**config.mk**
```make
export PLATFORM = sky130hd
export DESIGN_NAME = mem_wb_pipe_reg
export DESIGN_NICKNAME = d
export VERILOG_FILES = /design/src/rtl/mem_wb_pipe_reg.sv
export SDC_FILE = /design/constraint.sdc
export NUM_CORES = 1
export LEC_CHECK = 0
export BUFFER_PORTS_ARGS = -buffer_cell sky130_fd_sc_hd__buf_2
export CORE_UTILIZATION = 30
export CTS_BUF_LIST = sky130_fd_sc_hd__clkbuf_4 sky130_fd_sc_hd__clkbuf_8 sky130_fd_sc_hd__clkbuf_16
export DETAILED_ROUTE_END_ITERATION = 8
export PLACE_DENSITY = 0.55
export SYNTH_ARGS = -nofsm -noshare
export SYNTH_HDL_FRONTEND = slang
export SYNTH_SLANG_ARGS = --single-unit
```
**constraint.sdc**
```tcl
create_clock -name clk -period 3 [get_ports clk]
set_input_delay 0.3 -clock clk [delete_from_list [all_inputs] [get_ports clk]]
set_output_delay 0.3 -clock clk [all_outputs]
set_load 0.1 [all_outputs]
```
**src/rtl/mem_wb_pipe_reg.sv**
```systemverilog
// MEM/WB pipeline stage register with a valid/ready handshake, a two-entry skid
// buffer for back-pressure, synchronous flush and zero-register write-back suppression.
// State updates on the falling clock edge, matching the other pipeline registers.
module mem_wb_pipe_reg #(
    parameter int unsigned DATA_W           = 32,
    parameter int unsigned RD_W             = 5,
    parameter int unsigned WB_W             = 2,
    parameter bit          ZERO_RD_SUPPRESS = 1'b1
) (
    input  logic              clk,
    input  logic              rst,
    input  logic              flush,
    input  logic              in_valid,
    output logic              in_ready,
    input  logic [WB_W-1:0]   in_wb,
    input  logic [DATA_W-1:0] in_mem_data,
    input  logic [DATA_W-1:0] in_alu_data,
    input  logic [RD_W-1:0]   in_rd,
    output logic              out_valid,
    input  logic              out_ready,
    output logic [WB_W-1:0]   out_wb,
    output logic [DATA_W-1:0] out_mem_data,
    output logic [DATA_W-1:0] out_alu_data,
    output logic [RD_W-1:0]   out_rd,
    output logic [1:0]        occupancy
);

    typedef enum logic [1:0] {
        StEmpty = 2'd0,
        StOne   = 2'd1,
        StFull  = 2'd2
    } state_e;

    typedef struct packed {
        logic [WB_W-1:0]   wb;
        logic [DATA_W-1:0] mem_data;
        logic [DATA_W-1:0] alu_data;
        logic [RD_W-1:0]   rd;
    } entry_t;

    // Entry validity is implied by the state: main is valid in StOne/StFull,
    // skid only in StFull.
    state_e state_q, state_d;
    entry_t main_q, main_d;
    entry_t skid_q, skid_d;
    entry_t in_entry;

    logic accept;
    logic pop;

    assign in_entry = {in_wb, in_mem_data, in_alu_data, in_rd};

    // in_ready depends only on registered state, never on out_ready.
    assign in_ready  = (state_q != StFull);
    assign out_valid = (state_q != StEmpty);
    assign accept    = in_valid & in_ready;
    assign pop       = out_valid & out_ready;

    // Next-state and entry movement; flush drops validity but leaves the data fields.
    always_comb begin
        state_d = state_q;
        main_d  = main_q;
        skid_d  = skid_q;
        if (flush) begin
            state_d = StEmpty;
        end else begin
            unique case (state_q)
                StEmpty: begin
                    if (accept) begin
                        main_d  = in_entry;
                        state_d = StOne;
                    end
                end
                StOne: begin
                    if (accept && pop) begin
                        main_d = in_entry;
                    end else if (accept) begin
                        skid_d  = in_entry;
                        state_d = StFull;
                    end else if (pop) begin
                        state_d = StEmpty;
                    end
                end
                StFull: begin
                    // in_ready is low here, so only a pop can change anything.
                    if (pop) begin
                        main_d  = skid_q;
                        skid_d  = '0;
                        state_d = StOne;
                    end
                end
                default: begin
                    state_d = StEmpty;
                end
            endcase
        end
    end

    // State register; synchronous active-low reset clears everything and wins over flush.
    always_ff @(negedge clk) begin
        if (!rst) begin
            state_q <= StEmpty;
            main_q  <= '0;
            skid_q  <= '0;
        end else begin
            state_q <= state_d;
            main_q  <= main_d;
            skid_q  <= skid_d;
        end
    end

    // Head-entry outputs; write-back control is masked for bubbles and optionally for r0.
    always_comb begin
        out_mem_data = main_q.mem_data;
        out_alu_data = main_q.alu_data;
        out_rd       = main_q.rd;
        out_wb       = '0;
        if (out_valid) begin
            out_wb = main_q.wb;
        end
        if (ZERO_RD_SUPPRESS && (main_q.rd == '0)) begin
            out_wb = '0;
        end
    end

    // Occupancy count from the registered state.
    always_comb begin
        occupancy = 2'd0;
        unique case (state_q)
            StEmpty: occupancy = 2'd0;
            StOne:   occupancy = 2'd1;
            StFull:  occupancy = 2'd2;
            default: occupancy = 2'd0;
        endcase
    end

endmodule

```
## After elaboration in Yosys (flattened, before gate mapping)

Cells that the tools add are included.
Widths: inputs -> output; s select.

- Flip-flop bits (word level): 144
- Output and inout bits: 75

- Equality and inequality tests: 9
- Mux-type cells: 16
- Bitwise logic cells: 4
- Reduce and logical (&&, ||, !) cells: 10

Operators by type and width:

| kind | count |
|---|---|
| $mux 71 | 5 |
| $pmux 71 s3 | 1 |
| $pmux 71 s2 | 1 |
| $mux 2 | 7 |
| $ne 2x2->1 const B | 6 |
| $reduce_and 5->1 | 2 |
| $pmux 2 s3 | 1 |
| $logic_not 5->1 | 1 |
| $pmux 2 s2 | 1 |
| $reduce_and 4->1 | 1 |
| $reduce_bool 2->1 | 2 |
| $ne 3x3->1 const B | 1 |
| $reduce_bool 3->1 | 1 |
| $and 1x1->1 | 2 |
| $eq 2x1->1 const B | 1 |
| $eq 2x2->1 const B | 1 |
| $logic_not 2->1 | 1 |
| $not 1->1 | 2 |
| $reduce_or 2->1 | 1 |
| $logic_and 1x1->1 | 1 |

## Logic depth before layout (Yosys ltp)

- Depth in word-level cells: 6
- Mapped depth: 6
- Mapped depth without buffers: 4

==> impl_metrics.ini <==
[setup_path]
start_kind = flip-flop
crit_path_max_incr_delay_ps = 500
cp_max_fo = 2
arrival_ps = 3300
cp_top_family = simple AND/OR/NAND/NOR gates
setup.worst_path.class = flip-flop to output port
cp.required_ps = 2700
cp-end-kind = output port
crit_cells = 4
crit_slowest_cell = or4_1
reg2reg_depth = 7
crit_buf_inv = 1
crit_path_cell_trace = or4_1 > o21a_1 > and2_4 > buf_12

[detailed_routing]
routed_wl_mm = 20.0
dr.pass1.iters = 6
vias = 5739
via_per_inst = 5.21
ant_nets = 0
route.detailed.drc = 20
drtIter0Drc = 225
wl_per_cell_um = 18.2

[cts]
cts_root_buf = clkbuf_16
clock_latency_ps = 460
cts-buffers-inserted = 17
cts_buffer_depth = 2
cts.clk_slew.worst_paths_ps = 40
cts.htree.levels = 4
clkSinkCount = 144
cts_tree = built

[logic_synthesis]
syn_inst = 594
synth_edf_count = 0
synth_compound_area_frac = 0.320
synthAdderAreaFrac = 0
synth_top_family_by_area = compound AO/OA/AOI/OAI gates
synth.distinct_cells = 30
synth_flop_cell = dfxtp_1
yosysWarnings = 0
async_reset_ff_frac = 0
synthMuxAreaShare = 0.107
synth.avg_cell_area_sq_um = 11.4
synth-simple-area-share = 0.0162
synth_seq_cells = 144
mappedNetlistArea_sq_um = 6790
synth_xor_area_frac = 0
ys_seq_area_frac = 0.424
synth_nets = 670

[global_route]
grt_overflow = 0
grt_pass1_wl_mm = 32.4
antenna_found_initial = 0
grt.total_usage = 0.175
grt_pass1_vias = 6481
grt_max_degree = 47

[timing]
relSlewSlack = 0.465
skew_ps = 20.0
rsz0062_at_grt = true
tightestPinTransition_ps = 802
setup_slack_ps = -604
setup_violations = 6
hold_viol = 0
drv_slew = 0

[final_layout]
fill_cells = 2140
drive_above_1_share = 0.374
instances_no_fill = 1102
finalNetCount = 884
layout_commonest_cell = inv_1
layout_common_cells = 145 x inv_1, 142 x dfxtp_1, 86 x buf_4
fin_area_sq_um = 8990
area_growth_pct = 32.4

[floorplanning]
die_area_sq_um = 23200
core_sq_um = 22000
initial_utilization = 0.308
ios = 151
num_rows = 54
die_y_um = 152
die_w_um = 152

[placed_design]
postPlaceCellArea_sq_um = 7610
portBuffers = 150
dpl.hpwl_mm = 12.5
place_congestion = 0.745
dp_cells = 920

[power_and_ir_drop]
peakVddDrop_mv = 0.273
p_leak_nw = 4.34
powerDensity_nw_per_um2 = 697
power_w = 0.00627

[status]
status = complete, but fails checks
violations = DRC, setup timing

[min_path]
worstHoldPathCells = 1
min_path_type = flip-flop to flip-flop

[job]
maxCapViolCount = 0
[flip-flops by register name, indices dropped and copies added, names as in the netlist]
| signal | cells |
|---|---|
| skid_q | 71 |
| out_rd | 5 |
| out_mem_data | 32 |
| out_alu_data | 32 |
| state_q | 2 |
| main_q | 2 |
[what timing repair did]
action                                  4_1_cts  5_1_grt
endpoints found under the setup margin       70        7
gates resized for setup                      79        2
setup buffers                                 6        0
hold buffers                                  0        0
pin swaps                                     1        2
[logic make-up after synthesis]
kind of cell,count (synthesis)
AOI/OAI and AO/OA,220
muxes,72
buffers and inverters,142
and+or+nand+nor,16
DFF,144
[metal layers]
layer	global-route usage	vias to the layer above	routed length (um)
met3	0.0705	22	1320
li1	-	2704	-
met4	0.0948	0	283
met1	0.180	2838	8070
met2	0.306	175	10300
met5	0	-	0
[path summary, 6_finish.rpt]
path                                              start                      endpoint  slack (ps)
worst max register to register  state_q[1]$_SDFFE_NP0P_  out_mem_data[2]$_SDFFE_NN0P_         870
worst min-delay path            skid_q[18]$_SDFFE_NN0P_       skid_q[18]$_SDFFE_NN0P_         490
worst max-delay path             out_rd[1]$_SDFFE_NN0P_                     out_wb[1]        -600
worst min register to register  skid_q[18]$_SDFFE_NN0P_       skid_q[18]$_SDFFE_NN0P_         490
[where the power goes]
| part | total, W | switching [W] | leakage [nW] | internal (W) |
|---|---|---|---|---|
| Sequential | 0.00208 | 0.0000552 | 1.18 | 0.00202 |
| Combinational | 0.00130 | 0.000948 | 2.11 | 0.000355 |
| Clock | 0.00289 | 0.00139 | 1.06 | 0.00150 |
[per-stage QoR]
step / TNS, ps / util / hold slack (ps) / setup slack [ps]
after floorplan: -94.3 / - / 476 / -47.2
after global placement: -506 / 0.346 / 483 / -256
after detailed placement: -538 / 0.346 / 491 / -255
after CTS: -1900 / 0.408 / 497 / -606
after global routing: -2120 / 0.408 / 515 / -668
final: -1770 / 0.408 / 492 / -604
[layout make-up]
class / count / area [sq um] / area share
multi-input cells: 308 / 3050 / 0.340
flip-flops and latches: 144 / 2890 / 0.321
repair buffers: 191 / 1570 / 0.174
clock inverters: 159 / 699 / 0.0778
clock buffers: 17 / 425 / 0.0473
well taps: 280 / 350 / 0.0389
inverters: 2 / 12.5 / 0.00139
diodes: 1 / 2.50 / 0.000278
[synth_stat cells (3+ instances only)]
cell type	n	area [sq um]
mux2i_1	71	711
nor2b_1	3	18.8
clkbuf_1	32	120
buf_2	26	130
dfxtp_1	144	2880
buf_4	71	533
a211oi_2	70	876
a211oi_1	72	541
a32o_1	71	711
buf_6	9	101
No activity file was read; power rests on OpenSTA's default activity.
